===== config.mk =====
export PLATFORM = sky130hd
export DESIGN_NAME = fip_32_dot3
export DESIGN_NICKNAME = d
export VERILOG_FILES = /design/src/rtl/fip_pkg.sv /design/src/rtl/fip_32_adder.sv /design/src/rtl/fip_32_mult.sv /design/src/rtl/fip_32_dot3.sv
export SDC_FILE = /design/constraint.sdc
export NUM_CORES = 2
export LEC_CHECK = 0
export BUFFER_PORTS_ARGS = -buffer_cell sky130_fd_sc_hd__buf_4
export CORE_MARGIN = 10
export CORE_UTILIZATION = 40
export CTS_CLUSTER_DIAMETER = 80
export DETAILED_ROUTE_END_ITERATION = 10
export PLACE_DENSITY = 0.63
export SKIP_CTS_REPAIR_TIMING = 1
export SLEW_MARGIN = 20
export SYNTH_ARGS = -nofsm -noshare
export SYNTH_HDL_FRONTEND = slang
export SYNTH_SLANG_ARGS = --single-unit
export TNS_END_PERCENT = 5

===== constraint.sdc =====
create_clock -name clk -period 30.5 [get_ports clk]
set_clock_uncertainty 0.2 [all_clocks]
set_input_delay 1.525 -clock clk [delete_from_list [all_inputs] [get_ports clk]]
set_output_delay 1.525 -clock clk [all_outputs]
set_load 0.03 [all_outputs]

===== src/rtl/fip_pkg.sv =====
// Shared Q16.16 types, FSM state encoding and default fractional width for the dot3 datapath.
package fip_pkg;

   localparam int INT_SHIFT = 16;

   typedef logic signed [31:0] fip32_t;

   typedef enum logic [1:0] {
      S_IDLE = 2'd0,
      S_ACC  = 2'd1,
      S_DONE = 2'd2
   } state_t;

   typedef struct packed {
      fip32_t x;
      fip32_t y;
      fip32_t z;
   } vec3_t;

endpackage


===== src/rtl/fip_32_adder.sv =====
// Combinational 32-bit wrap-around signed add with two's-complement overflow detect.
module fip_32_adder
   import fip_pkg::*;
(
   input  fip32_t a,
   input  fip32_t b,
   output fip32_t s,
   output logic   ovf
);

   always_comb begin
      s   = a + b;
      ovf = (a[31] == b[31]) && (s[31] != a[31]);
   end

endmodule


===== src/rtl/fip_32_mult.sv =====
// Combinational signed Q16.16 multiply: full 64-bit product, arithmetic shift, truncate to 32 bits.
// Flags when the shifted product does not fit a signed 32-bit result; the truncated value is still returned.
module fip_32_mult
   import fip_pkg::*;
#(
   parameter int INT_SHIFT = fip_pkg::INT_SHIFT
) (
   input  fip32_t a,
   input  fip32_t b,
   output fip32_t p,
   output logic   ovf
);

   logic signed [63:0] a_ext;
   logic signed [63:0] b_ext;
   logic signed [63:0] full;
   logic signed [63:0] shifted;

   always_comb begin
      a_ext   = a;
      b_ext   = b;
      full    = a_ext * b_ext;
      shifted = full >>> INT_SHIFT;
      p       = shifted[31:0];
      // Fits only if bits 63..31 are all copies of the result sign.
      ovf     = (shifted[63:31] != {33{shifted[31]}});
   end

endmodule


===== src/rtl/fip_32_dot3.sv =====
// Q16.16 three-element dot product, one shared multiplier; result valid 4 cycles after accept.
// in_ready only in IDLE; result and sticky overflow held in DONE until out_ready.
module fip_32_dot3
   import fip_pkg::*;
#(
   parameter int INT_SHIFT = fip_pkg::INT_SHIFT
) (
   input  logic        clk,
   input  logic        resetn,
   input  logic        in_valid,
   output logic        in_ready,
   input  logic [31:0] ax,
   input  logic [31:0] ay,
   input  logic [31:0] az,
   input  logic [31:0] bx,
   input  logic [31:0] by,
   input  logic [31:0] bz,
   output logic        out_valid,
   input  logic        out_ready,
   output logic [31:0] dot,
   output logic        overflow
);

   state_t     state_q, state_d;
   logic [1:0] idx_q, idx_d;
   vec3_t      a_q, a_d;
   vec3_t      b_q, b_d;
   fip32_t     acc_q, acc_d;
   logic       ovf_q, ovf_d;
   fip32_t     prod_q, prod_d;
   logic       pov_q, pov_d;
   logic       pvld_q, pvld_d;
   logic       plast_q, plast_d;

   fip32_t     mul_a, mul_b, mul_p;
   logic       mul_ovf;
   fip32_t     add_s;
   logic       add_ovf;

   always_comb begin
      mul_a = a_q.x;
      mul_b = b_q.x;
      case (idx_q)
         2'd1:    begin mul_a = a_q.y; mul_b = b_q.y; end
         2'd2:    begin mul_a = a_q.z; mul_b = b_q.z; end
         default: begin mul_a = a_q.x; mul_b = b_q.x; end
      endcase
   end

   fip_32_mult #(.INT_SHIFT(INT_SHIFT)) u_mult (
      .a   (mul_a),
      .b   (mul_b),
      .p   (mul_p),
      .ovf (mul_ovf)
   );

   fip_32_adder u_adder (
      .a   (acc_q),
      .b   (prod_q),
      .s   (add_s),
      .ovf (add_ovf)
   );

   always_comb begin
      state_d = state_q;
      idx_d   = idx_q;
      a_d     = a_q;
      b_d     = b_q;
      acc_d   = acc_q;
      ovf_d   = ovf_q;
      prod_d  = prod_q;
      pov_d   = pov_q;
      pvld_d  = 1'b0;
      plast_d = plast_q;

      in_ready  = (state_q == S_IDLE);
      out_valid = (state_q == S_DONE);

      case (state_q)
         S_IDLE: begin
            if (in_valid) begin
               a_d     = '{x: ax, y: ay, z: az};
               b_d     = '{x: bx, y: by, z: bz};
               acc_d   = '0;
               ovf_d   = 1'b0;
               idx_d   = 2'd0;
               plast_d = 1'b0;
               state_d = S_ACC;
            end
         end
         S_ACC: begin
            // Product is registered before the add, so the last term lands one cycle after idx=2.
            if (!plast_q) begin
               prod_d  = mul_p;
               pov_d   = mul_ovf;
               pvld_d  = 1'b1;
               plast_d = (idx_q == 2'd2);
               if (idx_q != 2'd2) begin
                  idx_d = idx_q + 2'd1;
               end
            end
            if (pvld_q) begin
               acc_d = add_s;
               ovf_d = ovf_q | pov_q | add_ovf;
               if (plast_q) begin
                  state_d = S_DONE;
               end
            end
         end
         S_DONE: begin
            if (out_ready) begin
               idx_d   = 2'd0;
               state_d = S_IDLE;
            end
         end
         default: begin
            state_d = S_IDLE;
         end
      endcase
   end

   assign dot      = acc_q;
   assign overflow = ovf_q;

   always_ff @(posedge clk or negedge resetn) begin
      if (!resetn) begin
         state_q <= S_IDLE;
         idx_q   <= 2'd0;
         a_q     <= '0;
         b_q     <= '0;
         acc_q   <= '0;
         ovf_q   <= 1'b0;
         prod_q  <= '0;
         pov_q   <= 1'b0;
         pvld_q  <= 1'b0;
         plast_q <= 1'b0;
      end else begin
         state_q <= state_d;
         idx_q   <= idx_d;
         a_q     <= a_d;
         b_q     <= b_d;
         acc_q   <= acc_d;
         ovf_q   <= ovf_d;
         prod_q  <= prod_d;
         pov_q   <= pov_d;
         pvld_q  <= pvld_d;
         plast_q <= plast_d;
      end
   end

endmodule


Yosys cells after proc, flatten, opt, wreduce, memory -nomap -nowiden

Cells that the tools add are included.

Word-level logic and storage cells: 65
Register bits after elaboration: 264
Input port bits: 196

Mux-type cells: 21
Multiply operators: 1
Reductions and logical operators: 10
Bitwise logic cells: 3
Eq/ne operators: 14
Add/sub/neg operators: 2

Operators with widths:

| kind                | count |
|---|---|
| $pmux 32 s2         | 3 |
| $mul 32x32->64      | 1 |
| $mux 32             | 2 |
| $add 32x32->32      | 1 |
| $ne 32x32->1        | 1 |
| $mux 2              | 7 |
| $ne 2x2->1 const B  | 6 |
| $pmux 2 s3          | 2 |
| $reduce_and 2->1    | 3 |
| $mux 1              | 5 |
| $reduce_and 5->1    | 1 |
| $eq 2x1->1 const B  | 2 |
| $eq 2x2->1 const B  | 2 |
| $pmux 1 s2          | 2 |
| $reduce_and 4->1    | 1 |
| $reduce_and 3->1    | 1 |
| $reduce_bool 3->1   | 1 |
| $add 2x1->2 const B | 1 |
| $logic_not 2->1     | 1 |
| $ne 2x1->1 const B  | 1 |
| $or 1x1->1          | 2 |
| $reduce_bool 2->1   | 1 |
| $eq 1x1->1          | 1 |
| $logic_and 1x1->1   | 1 |
| other kinds (2)     | 2 |

Depth between registers and ports, before layout

Word-level depth: 6
Depth in mapped cells: 38
Depth with buffers taken out: 34

By module

Synthesis repeated with hierarchy kept, for this count alone.

Cells, all modules: 4944
Area total of the unflattened synthesis: 49222.2 um2

Modules (own cells, without submodules):

| module       | cells an instance | area an instance (um2) | instances |
|---|---|---|---|
| fip_32_mult  | 3802              | 35853.1                | 1 |
| fip_32_dot3  | 876               | 11437.2                | 1 |
| fip_32_adder | 266               | 1931.9                 | 1 |

Worst setup path after synthesis

Ideal clock, no wire load.

Path kind: flip-flop to flip-flop
From: reg idx_q[0]
To: reg pov_q
Setup slack: 20.650 ns
Buffers on the path: 4
Library setup time: 0.126 ns
Data arrival time: 9.524 ns
Stages on the path, launching flop included: 35
Cells stage by stage: dfrtp_1 > inv_1 > ha_1 > buf_2 > clkbuf_1 > clkbuf_1 > nand2_1 > o21ai_1 > clkbuf_1 > nand2_1 > inv_1 > fa_1 > fa_1 > fa_1 > fa_1 > inv_1 > fa_1 > fa_1 > fa_1 > fa_1 > inv_1 > ha_1 > a21oi_1 > nand2_1 > a21o_1 > a21o_1 > a21o_1 > a21o_1 > a21oi_1 > nor2b_1 > a311oi_2 > xnor2_1 > nor4_1 > mux2i_1 > o32a_1

Cells in the longest elaborated chain, start to end: 4
Elaborated cells between the ends (all ways): 6

Ends and longest elaborated chain:

| element                                  | line               | RTL |
|---|---|---|
| start: declaration                       | fip_32_dot3.sv:25  | `logic [1:0] idx_q, idx_d;` |
| start signal: assignment                 | fip_32_dot3.sv:139 | `idx_q <= idx_d;` |
| $eq 2x2->1 or $eq 2x1->1 (tied branches) | fip_32_dot3.sv:43  | `case (idx_q)` |
| $pmux 32 s2                              | fip_32_dot3.sv:43  |  |
| $mul 32x32->64 (*)                       | fip_32_mult.sv:22  | `full = a_ext * b_ext;` |
| $ne 32x32->1 (*)                         | fip_32_mult.sv:26  | `ovf = (shifted[63:31] != {33{shifted[31]}});` |
| end signal: assignment                   | fip_32_dot3.sv:145 | `pov_q <= pov_d;` |
| end: declaration                         | fip_32_dot3.sv:31  | `logic pov_q, pov_d;` |

Every way passes the cells marked *; elsewhere a longest branch is shown, timed or not.
A chain may end at the register's enable or synchronous reset.

Worst setup path after layout

Same ends and word-level chain as after synthesis.

==> metrics.md <==
| Metric | Value |
|---|---|
| Run status | finished clean |
| Synth Flop Type | dfrtp_1 |
| Per-cell via count in the routed design | 5.38 |
| Routed length per instance | around 23 um |
| Cell chosen for the clock root | clkbuf_16 |
| Final weighted congestion in routability-driven placement | between 0.9 and 1 |
| Count of final setup violators | 0 |
| Count of synthesis-stage warnings from yosys | 0 |
| Synthesis-stage register bit count | 264 |
| Setup repair after global routing missed its margin | no |
| Sequential element share of the synthesized area | 0.141 |
| Synthesized area per cell | a little under 9 um2 |
| Synthesized Nets | just under 7,000 |
| R2R setup slack | 18.50 ns |
| Endpoint class of the critical path | flop |
| Largest buffer count on any clock path | 3 |
| Cts bufs inserted | 26 |
| Depth of the CTS H-tree | 1 |
| Via count of the first global-routing pass | 39,800 |
| Proportion of register bits with asynchronous set or reset after synthesis | 1.00 |
| Number of library cell types mapped by synthesis | 72 |
| Via total after detailed routing | 37,200 |
| Final hold viol count | 0 |
| Row cnt | ~130 |
| Maximum fanout along the worst path | 70 |
| Initial antenna violation count | 5 |
| Clock Pin Slew Worst Setup and Hold Paths | 0.07 ns |
| Wire length of the first global-routing pass | around 250,000 um |
| Total I/O pin count | between 200 and 250 |
| Overall routed net length | ~160,000 um |
| Cells after synthesis | about 5,300 |
| Max_slew headroom | 0.228 |
| Top cell by count, worst path | fa_1 |
| Setup TNS Final | 0 ns |
| Most frequent cells in the layout | nand2_1, fa_1, inv_1 |
| Most frequent standard cell in the layout excluding fill and tap cells | nand2_1 |
| Min-Delay Startpoint | a_q[91]$_DFFE_PN0P_ |
| Type of the most critical hold path | reg2reg |
| Core box area | around 120,000 um2 |
| Buffers & Inverters on Critical Path | 7 |
| Maximum number of pins on one net before global-route repair | between 80 and 90 |
| Final period demand of the worst path | between 10 and 15 ns |
| Worst EP arrival | roughly 12 ns |
| Chip Width | 362 um |
| Proportion of layout cells with a drive suffix above 1 | 0.0804 |
| Global-route usage over all layers | 0.246 |
| Fill cell total of the finished layout | approximately 11,000 |
| Number of design rule violations left after detail routing | 0 |
| Worst setup path startpoint | idx_q[0]$_DFFE_PN0P_ |
| Total Die Area | approximately 130,000 um2 |
| ANT nets after route | 0 |
| I/O Buffers | 230 |
| Die height | between 300 and 400 um |
| Tcrit/Tclk final | 0.393 |
| Initial core utilization | 0.403 |
| Kind of cell adding the most delay to the critical path | adder cells |
| Congestion Overflow GR | 0 |
| Startpoint type of the worst setup path | flop |
| Crit Path Category | reg2reg |
| Area Overhead vs Synth | 9.88% |
| Critical Path Max Stage Delay | 0.73 ns |
| Worst skew pair latency | approximately 0.60 ns |
| Final HPWL DP | 125,000 um |
| Critical path required time | 30.78 ns |
| CTS tree | built |
| Launch point of the worst reg-to-reg path | idx_q[0]$_DFFE_PN0P_ |
| Max Cap Violations | 0 |
| Detailed-router iteration count before antenna repair | 5 |
| Critical Path Slowest Stage Cell | a221oi_1 |
| Iteration-0 DRC Markers | roughly 3,200 |
| Area share of the leading cell type in the synthesized netlist | 0.462 |
| Number of sinks on the clock net | around 260 |
| Cells taking the most area after synthesis | fa_1, dfrtp_1, nand2_1 |
| Worst slew pin tran | roughly 1.2 ns |
| Number of enable-type register cells in the synthesized netlist | 0 |
| Final nets | just under 7,000 |
| Total standard cell area after synthesis | ~47,000 um2 |
| Max Clock Freq | ~83 MHz |
| Max-slew violation total from the final report | 0 |
| Largest area contributor in the synthesized netlist | fa_1 |
-- worst paths after layout --
kind	end	cells past startpoint
hold / removal	a_q[91]$_DFFE_PN0P_	2
setup reg to reg	pov_q$_DFFE_PN0P_	33
hold reg to reg	a_q[91]$_DFFE_PN0P_	2
max in group asynchronous	a_q[75]$_DFFE_PN0P_	3
setup / recovery	pov_q$_DFFE_PN0P_	33
min in group asynchronous	b_q[61]$_DFFE_PN0P_	1
-- per-layer routing --
metal  track usage  vias up  part of all wire
met4         0.113        6             0.058
li1              -    15900                 -
met1         0.311    19200              0.38
met2         0.405     1687              0.47
met3        0.0487      476             0.086
met5       0.00814        -            0.0011
-- worst min-delay path, delay by kind of cell, from the launching register on --
family | cells | cell delay, ns
flops | 1 | 0.34
simple gates | 2 | 0.10
-- cells in the mapped netlist, types with 5 or more instances --
cell / n
a21oi_1: 77
a211o_1: 7
nor2b_1: 8
o21ai_0: 101
nor2_1: 569
a211oi_1: 6
ha_1: 213
and2_1: 12
a31oi_1: 10
fa_1: 1082
xor2_1: 39
and3_1: 8
a21o_1: 53
nand4_1: 11
nand2b_1: 12
o21a_1: 64
a22oi_1: 66
o21bai_1: 7
buf_1: 17
nor3_1: 12
o31ai_1: 5
nand2_1: 1239
nand3_1: 24
xnor2_1: 48
dfrtp_1: 264
o21ai_1: 50
clkbuf_1: 245
inv_1: 931
-- per-stage QoR --
step                setup WS (ns)  std cells  hold slack (ns)  area (um2)   util
detailed placement          18.83       6860            0.263       50500  0.435
floorplan                   20.65       5252            0.246       46900      -
global placement            18.91       6860            0.259       50500  0.435
global route                17.97       6908            0.296       51500  0.443
CTS                         18.85       6907            0.279       51500  0.443
finish                      18.50       6910            0.276       51500  0.443
-- final cells by class --
| cell class | count | area (um2) | share of cell area |
|---|---|---|---|
| Multi-Input combinational cell | 3792 | 35900 | 0.697 |
| Sequential cell | 264 | 6610 | 0.128 |
| Inverter | 931 | 3490 | 0.0678 |
| Timing Repair Buffer | 350 | 2640 | 0.0512 |
| Tap cell | 1524 | 1910 | 0.0370 |
| Clock buffer | 32 | 713 | 0.0138 |
| Clock inverter | 15 | 243 | 0.00471 |
| Antenna cell | 2 | 5.00 | 0.0000972 |
-- state kept, by name, summed over array words and instances, names as in the netlist --
signal    count
pvld_q        1
idx_q         2
b_q          96
dot          32
overflow      1
plast_q       1
prod_q       32
pov_q         1
a_q          96
state_q       2
-- logic make-up (layout without fill, tap and decap cells) --
kind of cell | Yosys count | after routing | synth area share
mux | 4 | 4 | 0.000881
buf+inv | 1196 | 1328 | 0.0960
xor+xnor | 87 | 87 | 0.0163
fa+ha+maj | 1295 | 1295 | 0.519
compound gates | 485 | 485 | 0.0670
flops | 264 | 264 | 0.141
other cells | 0 | 2 | 0
simple gates | 1921 | 1921 | 0.160
Power is not shown: default switching activity piles up to over one toggle a cycle in this logic, so the estimate is an artifact.
